$ cat config.mk
export PLATFORM = sky130hd
export DESIGN_NAME = instruction_fetch_unit
export DESIGN_NICKNAME = d
export VERILOG_FILES = /design/src/rtl/ifu_pkg.sv /design/src/rtl/ifu_fetch_fifo.sv /design/src/rtl/instruction_fetch_unit.sv
export SDC_FILE = /design/constraint.sdc
export NUM_CORES = 1
export LEC_CHECK = 0
export CORE_MARGIN = 2
export CORE_UTILIZATION = 57
export CTS_CLUSTER_SIZE = 16
export DETAILED_ROUTE_END_ITERATION = 10
export DONT_BUFFER_PORTS = 1
export HOLD_SLACK_MARGIN = 0.06
export PLACE_DENSITY = 0.75
export SETUP_SLACK_MARGIN = 0.02
export SLEW_MARGIN = 20
export SYNTH_ARGS = -nofsm -noshare
export SYNTH_HDL_FRONTEND = slang
export SYNTH_SLANG_ARGS = --single-unit
$ cat constraint.sdc
create_clock -name clk -period 7.4 [get_ports clk]
set_input_delay 1.11 -clock clk [delete_from_list [all_inputs] [get_ports clk]]
set_output_delay 1.11 -clock clk [all_outputs]
set_load 0.02 [all_outputs]
$ cat src/rtl/ifu_pkg.sv
// Shared types and constants for the instruction fetch unit.
package ifu_pkg;

    typedef enum logic [1:0] {
        IDLE = 2'd0,
        RUN  = 2'd1,
        HALT = 2'd2
    } ifu_state_t;

    localparam int INSTR_BYTES = 4;
    localparam int IFU_WIDTH   = 32;

    typedef struct packed {
        logic [31:0]          pc;
        logic [IFU_WIDTH-1:0] instr;
    } fetch_entry_t;

endpackage

$ cat src/rtl/ifu_fetch_fifo.sv
// Small synchronous FIFO of {pc, instr} entries; flush empties it in one cycle.
module ifu_fetch_fifo
    import ifu_pkg::*;
#(
    parameter int  DEPTH = 2,
    localparam int PTR_W = (DEPTH > 1) ? $clog2(DEPTH) : 1,
    localparam int CNT_W = $clog2(DEPTH + 1)
) (
    input  logic               clk,
    input  logic               rst,
    input  logic               push,
    input  fetch_entry_t       push_data,
    input  logic               pop,
    input  logic               flush,
    output fetch_entry_t       head,
    output logic [CNT_W-1:0]   count,
    output logic               full,
    output logic               empty
);

    fetch_entry_t     mem_q [DEPTH];
    logic [PTR_W-1:0] wr_ptr;
    logic [PTR_W-1:0] rd_ptr;
    logic [CNT_W-1:0] count_q;

    always_ff @(posedge clk) begin
        if (rst || flush) begin
            wr_ptr  <= '0;
            rd_ptr  <= '0;
            count_q <= '0;
        end else begin
            if (push) wr_ptr <= wr_ptr + 1'b1;
            if (pop)  rd_ptr <= rd_ptr + 1'b1;
            case ({push, pop})
                2'b10:   count_q <= count_q + 1'b1;
                2'b01:   count_q <= count_q - 1'b1;
                default: count_q <= count_q;
            endcase
        end
    end

    // Storage needs no reset; only the pointers and count define validity.
    always_ff @(posedge clk) begin
        if (push && !flush && !rst) mem_q[wr_ptr] <= push_data;
    end

    assign head  = mem_q[rd_ptr];
    assign count = count_q;
    assign full  = (count_q == CNT_W'(DEPTH));
    assign empty = (count_q == '0);

endmodule

$ cat src/rtl/instruction_fetch_unit.sv
// Fetch sequencer: owns the PC, reads async imem, queues {pc, instr} for decode.
// Optional IFU_MISALIGN_CHECK_EN adds fetch_misaligned and halts on unaligned redirects.
//
// state | meaning
// IDLE  | after reset, no fetch until fetch_en
// RUN   | fetching one word per cycle while the queue has room
// HALT  | no fetch, queue drains, left only via redirect
module instruction_fetch_unit
    import ifu_pkg::*;
#(
    parameter int          WIDTH        = 32,
    parameter int          ADDRESS_SIZE = 10,
    parameter logic [31:0] RESET_PC     = 32'h0000_0000,
    parameter int          FIFO_DEPTH   = 2
) (
    input  logic                    clk,
    input  logic                    rst,
    input  logic                    fetch_en,
    input  logic                    halt_req,
    input  logic                    redirect_valid,
    input  logic [31:0]             redirect_pc,
    output logic [ADDRESS_SIZE-1:0] imem_addr,
    output logic                    imem_read_en,
    input  logic [WIDTH-1:0]        imem_instr,
    output logic                    out_valid,
    input  logic                    out_ready,
    output logic [31:0]             out_pc,
    output logic [WIDTH-1:0]        out_instr,
    output logic                    halted
`ifdef IFU_MISALIGN_CHECK_EN
    ,
    output logic                    fetch_misaligned
`endif
);

    localparam int CNT_W = $clog2(FIFO_DEPTH + 1);

    ifu_state_t       state_q, state_d;
    logic [31:0]      pc_q;
    logic             fetch;
    logic             deq;
    logic             redirect_bad;
    fetch_entry_t     head;
    logic [CNT_W-1:0] count;
    logic             full;
    logic             empty;

`ifdef IFU_MISALIGN_CHECK_EN
    logic misaligned_q;

    assign redirect_bad = redirect_valid && (redirect_pc[1:0] != 2'b00);

    always_ff @(posedge clk) begin
        if (rst)                 misaligned_q <= 1'b0;
        else if (redirect_valid) misaligned_q <= redirect_bad;
    end

    assign fetch_misaligned = misaligned_q;
`else
    assign redirect_bad = 1'b0;
`endif

    assign deq   = out_valid && out_ready;
    assign fetch = (state_q == RUN) && !redirect_valid && !halt_req && (!full || deq);

    always_ff @(posedge clk) begin
        if (rst) state_q <= IDLE;
        else     state_q <= state_d;
    end

    always_comb begin
        state_d = state_q;
        case (state_q)
            IDLE: if (fetch_en) state_d = RUN;
            RUN:  if (halt_req || redirect_bad) state_d = HALT;
            HALT: if (redirect_valid && !halt_req && !redirect_bad) state_d = RUN;
            default: state_d = IDLE;
        endcase
    end

    // Redirect outranks fetch; a redirect in IDLE still loads the PC.
    always_ff @(posedge clk) begin
        if (rst)                 pc_q <= RESET_PC;
        else if (redirect_valid) pc_q <= redirect_pc;
        else if (fetch)          pc_q <= pc_q + 32'(INSTR_BYTES);
    end

    ifu_fetch_fifo #(
        .DEPTH (FIFO_DEPTH)
    ) u_fifo (
        .clk       (clk),
        .rst       (rst),
        .push      (fetch),
        .push_data ('{pc: pc_q, instr: imem_instr}),
        .pop       (deq),
        .flush     (redirect_valid),
        .head      (head),
        .count     (count),
        .full      (full),
        .empty     (empty)
    );

    assign imem_addr    = pc_q[ADDRESS_SIZE+1:2];
    assign imem_read_en = fetch;
    assign out_valid    = (count != '0);
    assign out_pc       = empty ? 32'h0 : head.pc;
    assign out_instr    = empty ? '0 : head.instr;
    assign halted       = (state_q == HALT);

endmodule

[Word-level counts from Yosys, hierarchy flattened]
Memories as Yosys holds them, arrays and structs flattened. A register that Yosys moved wholly into a read port is not among the register bits.
Cells that the tools add are included.
Widths: inputs -> output; s select.
Word-level totals
  memory bits (writable): 128
  flip-flop bits (word level): 38
  input bits: 70
  memories kept: 1
  word-level logic and storage cells: 51
  output and inout bits: 77
Memories
  u_fifo.mem_q: words 2, width 64, rd ports 1, clocked after memory_dff 1, write ports 1, RTL line ifu_fetch_fifo.sv:21  | fetch_entry_t mem_q [DEPTH];
Operators by class
  eq/ne operators: 8
  reductions and logical operators: 19
  add/subtract/negate cells: 5
  muxes and demuxes: 13
Operators with widths (number)
  $mux 32: 4
  $add 32x3->32 const B: 1
  $logic_and 1x1->1: 7
  $eq 2x2->1 const B: 3
  $mux 2: 3
  $pmux 2 s3: 1
  $reduce_bool 2->1: 3
  $eq 2x1->1 const B: 2
  $logic_not 1->1: 4
  $logic_not 2->1: 2
  $mux 1: 4
  $ne 2x2->1 const B: 2
  $pmux 2 s2: 1
  $reduce_and 3->1: 1
  $add 1x1->1 const B: 2
  $add 2x1->2 const B: 1
  $logic_or 1x1->1: 2
  $ne 2x1->1 const B: 1
  $sub 2x1->2 const B: 1

[Depth between registers and ports, before layout]
  depth in word-level cells: 8
  mapped depth: 8
  mapped depth without buffers: 6

[By module]
A second synthesis with hierarchy kept.
Second synthesis, totals
  cells, all modules: 538
  area, all modules: 7275.7 um^2
Modules (own cells, without submodules)
  ifu_fetch_fifo: area an instance 4833.4 um^2, instances 1, cells an instance 222
  instruction_fetch_unit: area an instance 2442.3 um^2, instances 1, cells an instance 316

[Worst setup path before layout]
Ideal clock, no wire load.
  path kind: input-to-reg
  from: input redirect_valid
  to: memory u_fifo.mem_q[0][0] (netlist bit), enable pin
  setup slack: 0.202 ns
  buffers on the path: 3
  data required time: 6.835 ns
  data arrival time: 6.633 ns
  stages on the path: 6
  library setup time: 0.565 ns
  cells stage by stage: or4b_1 -> buf_2 -> a21o_4 -> buf_2 -> buf_2 -> nor3_1
Between the ends
  cells in the longest elaborated chain, start to end: 8
RTL lines
  from (decl): RTL line instruction_fetch_unit.sv:20  | input logic redirect_valid,
  $logic_not 1->1 *: RTL line ifu_fetch_fifo.sv:44, instruction_fetch_unit.sv:64
  $logic_and 1x1->1 (3 in series): RTL line instruction_fetch_unit.sv:64  | assign fetch = (state_q == RUN) && !redirect_valid && !halt_req && (!full || deq);
  $logic_and 1x1->1 * (2 in series): RTL line ifu_fetch_fifo.sv:44  | if (push && !flush && !rst) mem_q[wr_ptr] <= push_data;
  $mux 1 *: RTL line ifu_fetch_fifo.sv:44
  $mux 1 (implied by the code) *: RTL line ifu_fetch_fifo.sv:44
  to (decl): RTL line ifu_fetch_fifo.sv:21
Mark *: on every way between the ends. The rest lies on a longest branch, timed or not.

[Worst setup path in the final report]
  from: input redirect_valid
  to: memory u_fifo.mem_q[1][21] (netlist bit), enable pin
Between the ends
  cells in the longest elaborated chain, start to end: 8
RTL lines
  $logic_not 1->1: RTL line instruction_fetch_unit.sv:64
  $logic_and 1x1->1 (3 in series): RTL line instruction_fetch_unit.sv:64
  via imem_read_en: RTL line instruction_fetch_unit.sv:23  | output logic imem_read_en,
  $logic_and 1x1->1 (2 in series): RTL line ifu_fetch_fifo.sv:44
  $mux 1: RTL line ifu_fetch_fifo.sv:44
  $mux 1 (implied by the code): RTL line ifu_fetch_fifo.sv:44
The timed path passes the listed nets, and every way through them passes these cells.

==> summary.txt <==
STA
  – Setup Skew: 0.00792 ns
  – Final worst path period share: around 50%
  – Unrepaired setup endpoints after global routing: no
  – Fin Hold WS: 0.457 ns
  – Final setup viols: 0
  – Max Freq: 268 MHz
  – Period minus WS final: about 3.7 ns
  – Relative slew slack: 55.1%
  – Final setup TNS: 0 ns
  – Max-slew violation count: 0
  – Hold Fails Final Rpt: 0
  – Worst-margin pin slew: about 0.67 ns

Cells and area
  – Layout cells sized above 1: 8.13%
  – Fin nets: ~620
  – Layout area overhead: 9.73%
  – Fillers: roughly 900
  – # diodes: 0

Critical path
  – CP Depth: 5
  – Largest stage delay, worst path: around 0.7 ns
  – Worst-path maximum fanout: 44
  – CP startpoint: redirect_valid
  – Startpoint Class: primary input
  – Reg2Reg Depth: 5
  – Worst Setup End Kind: flip-flop
  – Crit path buf inv count: 2
  – Worst reg2reg endpoint: u_fifo.mem_q[1][21]
  – Worst Path Arrival: 3.77 ns
  – CP Data Required Time: 7.45 ns
  – CP max-delay cell: and3_2
  – WS Path Type: in -> reg
  – Delay-heaviest family, CP: simple AND/OR/NAND/NOR gates
  – Worst reg2reg path startpoint: state_q[1]
  – Crit path cell chain: or4b_1, a21o_4, clkinv_2, and3_2, buf_4
  – Critical Path Sink: u_fifo.mem_q[1][21]
  – Worst reg2reg setup slack: 4.02 ns

Clock tree
  – Worst-Skew Late Latency: 0.42 ns
  – CTS buffer count: 17
  – CTS resizes: 0
  – Reg clk slew, reported paths: roughly 0.060 ns
  – Post-CTS setup buffers: 0
  – H-tree depth: 4
  – CTS Root Cell: clkbuf_16
  – # hold bufs at CTS: 0
  – Clk sinks: 167
  – Clock Tree Buf Depth: 2
  – TritonCTS clock tree: done

Logic synthesis
  – Area leader, netlist: edfxtp_1
  – Post-Syn Area: 7040 sq um
  – Yosys warning count: 0
  – Post-synthesis async set-or-reset flop share: 0%
  – Dominant cells by area after synthesis: edfxtp_1 55%, dfxtp_1 11%, mux2i_1 9.7%
  – Number of synthesized flops with an enable pin: roughly 130
  – Mean post-synth cell area: 12.4 sq um
  – Synth Register Bits: 167
  – Post-Syn Nets: 640
  – Most frequent cell after synthesis: edfxtp_1
  – Most frequent cells after synthesis: 128 x edfxtp_1, 91 x nor2_1, 68 x mux2i_1, 39 x dfxtp_1, 28 x nand2_1
  – Synth unique cells: 44
  – Post-synth top flop: edfxtp_1
  – Synth top area share: 54.6%
  – Mapped Cells: 569
  – Register area share after synthesis: 65.7%

Floorplanning
  – Row cnt: 40
  – Die area: 13200 sq um
  – # IOs: about 150
  – Initial core utilization: 58.6%
  – Chip Height: ~120 um
  – Core ar.: roughly 12000 sq um
  – Die X-Extent: 115 um

Global routing
  – Vias in the first global route: 4058
  – GRT overflow: 0
  – Largest net degree at the start of global routing: 65
  – Total GRT Usage: roughly a fifth
  – First-pass GRT wire length: about 21 mm
  – Initial antenna violation count: 0

Route
  – Via count: about 4500
  – Drc violations: 0
  – Wirelength per Cell: 19.7 um
  – Post-DRT Antenna Nets: 0
  – WL final: 14.0 mm
  – Via-to-Cell Ratio: 6.29
  – DRT Pass-1 Iters: 5
  – Drt first-iter violations: 340

Place
  – Gpl congestion: 0.801
  – PortBufs: 0
  – Dpl hpwl: 8.90 mm

Power and ir drop
  – Power Density: approximately 260 nW/um^2
  – Leakage power: between 2 and 2.5 nW
  – Peak supply drop: 155 uV
  – Pwr Total: 1.98 mW

Status
  – Outcome: finished clean

Flow run
  – Max_cap viols: 0

Worst hold path
  – Worst Hold Class: reg -> reg
==> through the flow <==
step / instance area, sq um / std cells / worst slack [ns] / util [%]
global route: 7720 / 713 / 3.57 / 64.3
global placement: 7080 / 680 / 3.31 / 58.9
detailed placement: 7080 / 680 / 3.25 / 58.9
finish: 7720 / 713 / 3.67 / 64.3
CTS: 7690 / 712 / 3.69 / 64.0
floorplan: 7040 / 569 / 0.202 / -
==> layout by cell type (no fill, tap or decap), drive strengths merged, types with 3 or more instances in the layout <==
master,n
nor3,10
dfxtp,39
nand4,17
and3,11
a22oi,5
or4,5
a31oi,23
nor2,91
nand3,11
o211ai,7
o21ai,22
a21oi,19
edfxtp,128
buf,7
a41oi,3
or3,6
inv,6
clkinvlp,7
and2,3
mux2i,68
nand2,28
nor4,4
clkbuf,22
==> cells by family after synthesis <==
family,Yosys count,synth area share [%]
XOR/XNOR,3,0.374
adder cells (fa/ha/maj),1,0.178
multiplexers,69,9.83
AO/OA/AOI/OAI,88,7.83
flip-flops,167,65.7
buffers and inverters,49,3.27
AND/OR/NAND/NOR,192,12.8
==> state kept, by name (all words and copies together) (netlist names), named ones only <==
register / cells
pc_q: 32
state_q: 2
u_fifo.count: 2
u_fifo.mem_q: 128
u_fifo.rd_ptr: 1
u_fifo.wr_ptr: 1
==> power by group <==
group	internal, mW	total [mW]	switching [mW]	leakage, nW
registers	1.03	1.05	0.0249	1.47
logic	0.0185	0.0491	0.0306	0.663
clock network	0.543	0.885	0.342	0.278
total	1.59	1.98	0.397	2.41
==> area by class of cell <==
cell class                      instances  area (sq um)  share of cell area (%)
Inverter                                7          27.5                   0.357
Timing Repair Buffer                    7          72.6                   0.940
Tap cell                              147           184                    2.38
Clock buffer                           22           495                    6.42
Sequential cell                       167          4630                    60.0
Clock inverter                         10           118                    1.52
Multi-Input combinational cell        353          2190                    28.4
==> routing by layer <==
| metal | GRT usage (%) | wire [um] | vias to the layer above |
|---|---|---|---|
| li1 | - | - | 2099 |
| met1 | 25.0 | 5470 | 2168 |
| met2 | 35.5 | 6950 | 197 |
| met3 | 8.80 | 1430 | 18 |
| met4 | 6.91 | 185 | 0 |
| met5 | 0 | 0 | - |
==> worst min path at each step <==
| stage | from | to | slack (ns) | depth (start not counted) |
|---|---|---|---|---|
| after floorplan | pc_q[0] | u_fifo.mem_q[0][32] | 0.42 | 0 |
| after global placement | pc_q[0] | u_fifo.mem_q[0][32] | 0.44 | 0 |
| after detailed placement | pc_q[0] | u_fifo.mem_q[0][32] | 0.44 | 0 |
| after CTS | pc_q[0] | u_fifo.mem_q[0][32] | 0.46 | 0 |
| after global routing | pc_q[0] | u_fifo.mem_q[0][32] | 0.47 | 0 |
| final | pc_q[0] | u_fifo.mem_q[0][32] | 0.46 | 0 |
Power figures use the tool's default switching activity.
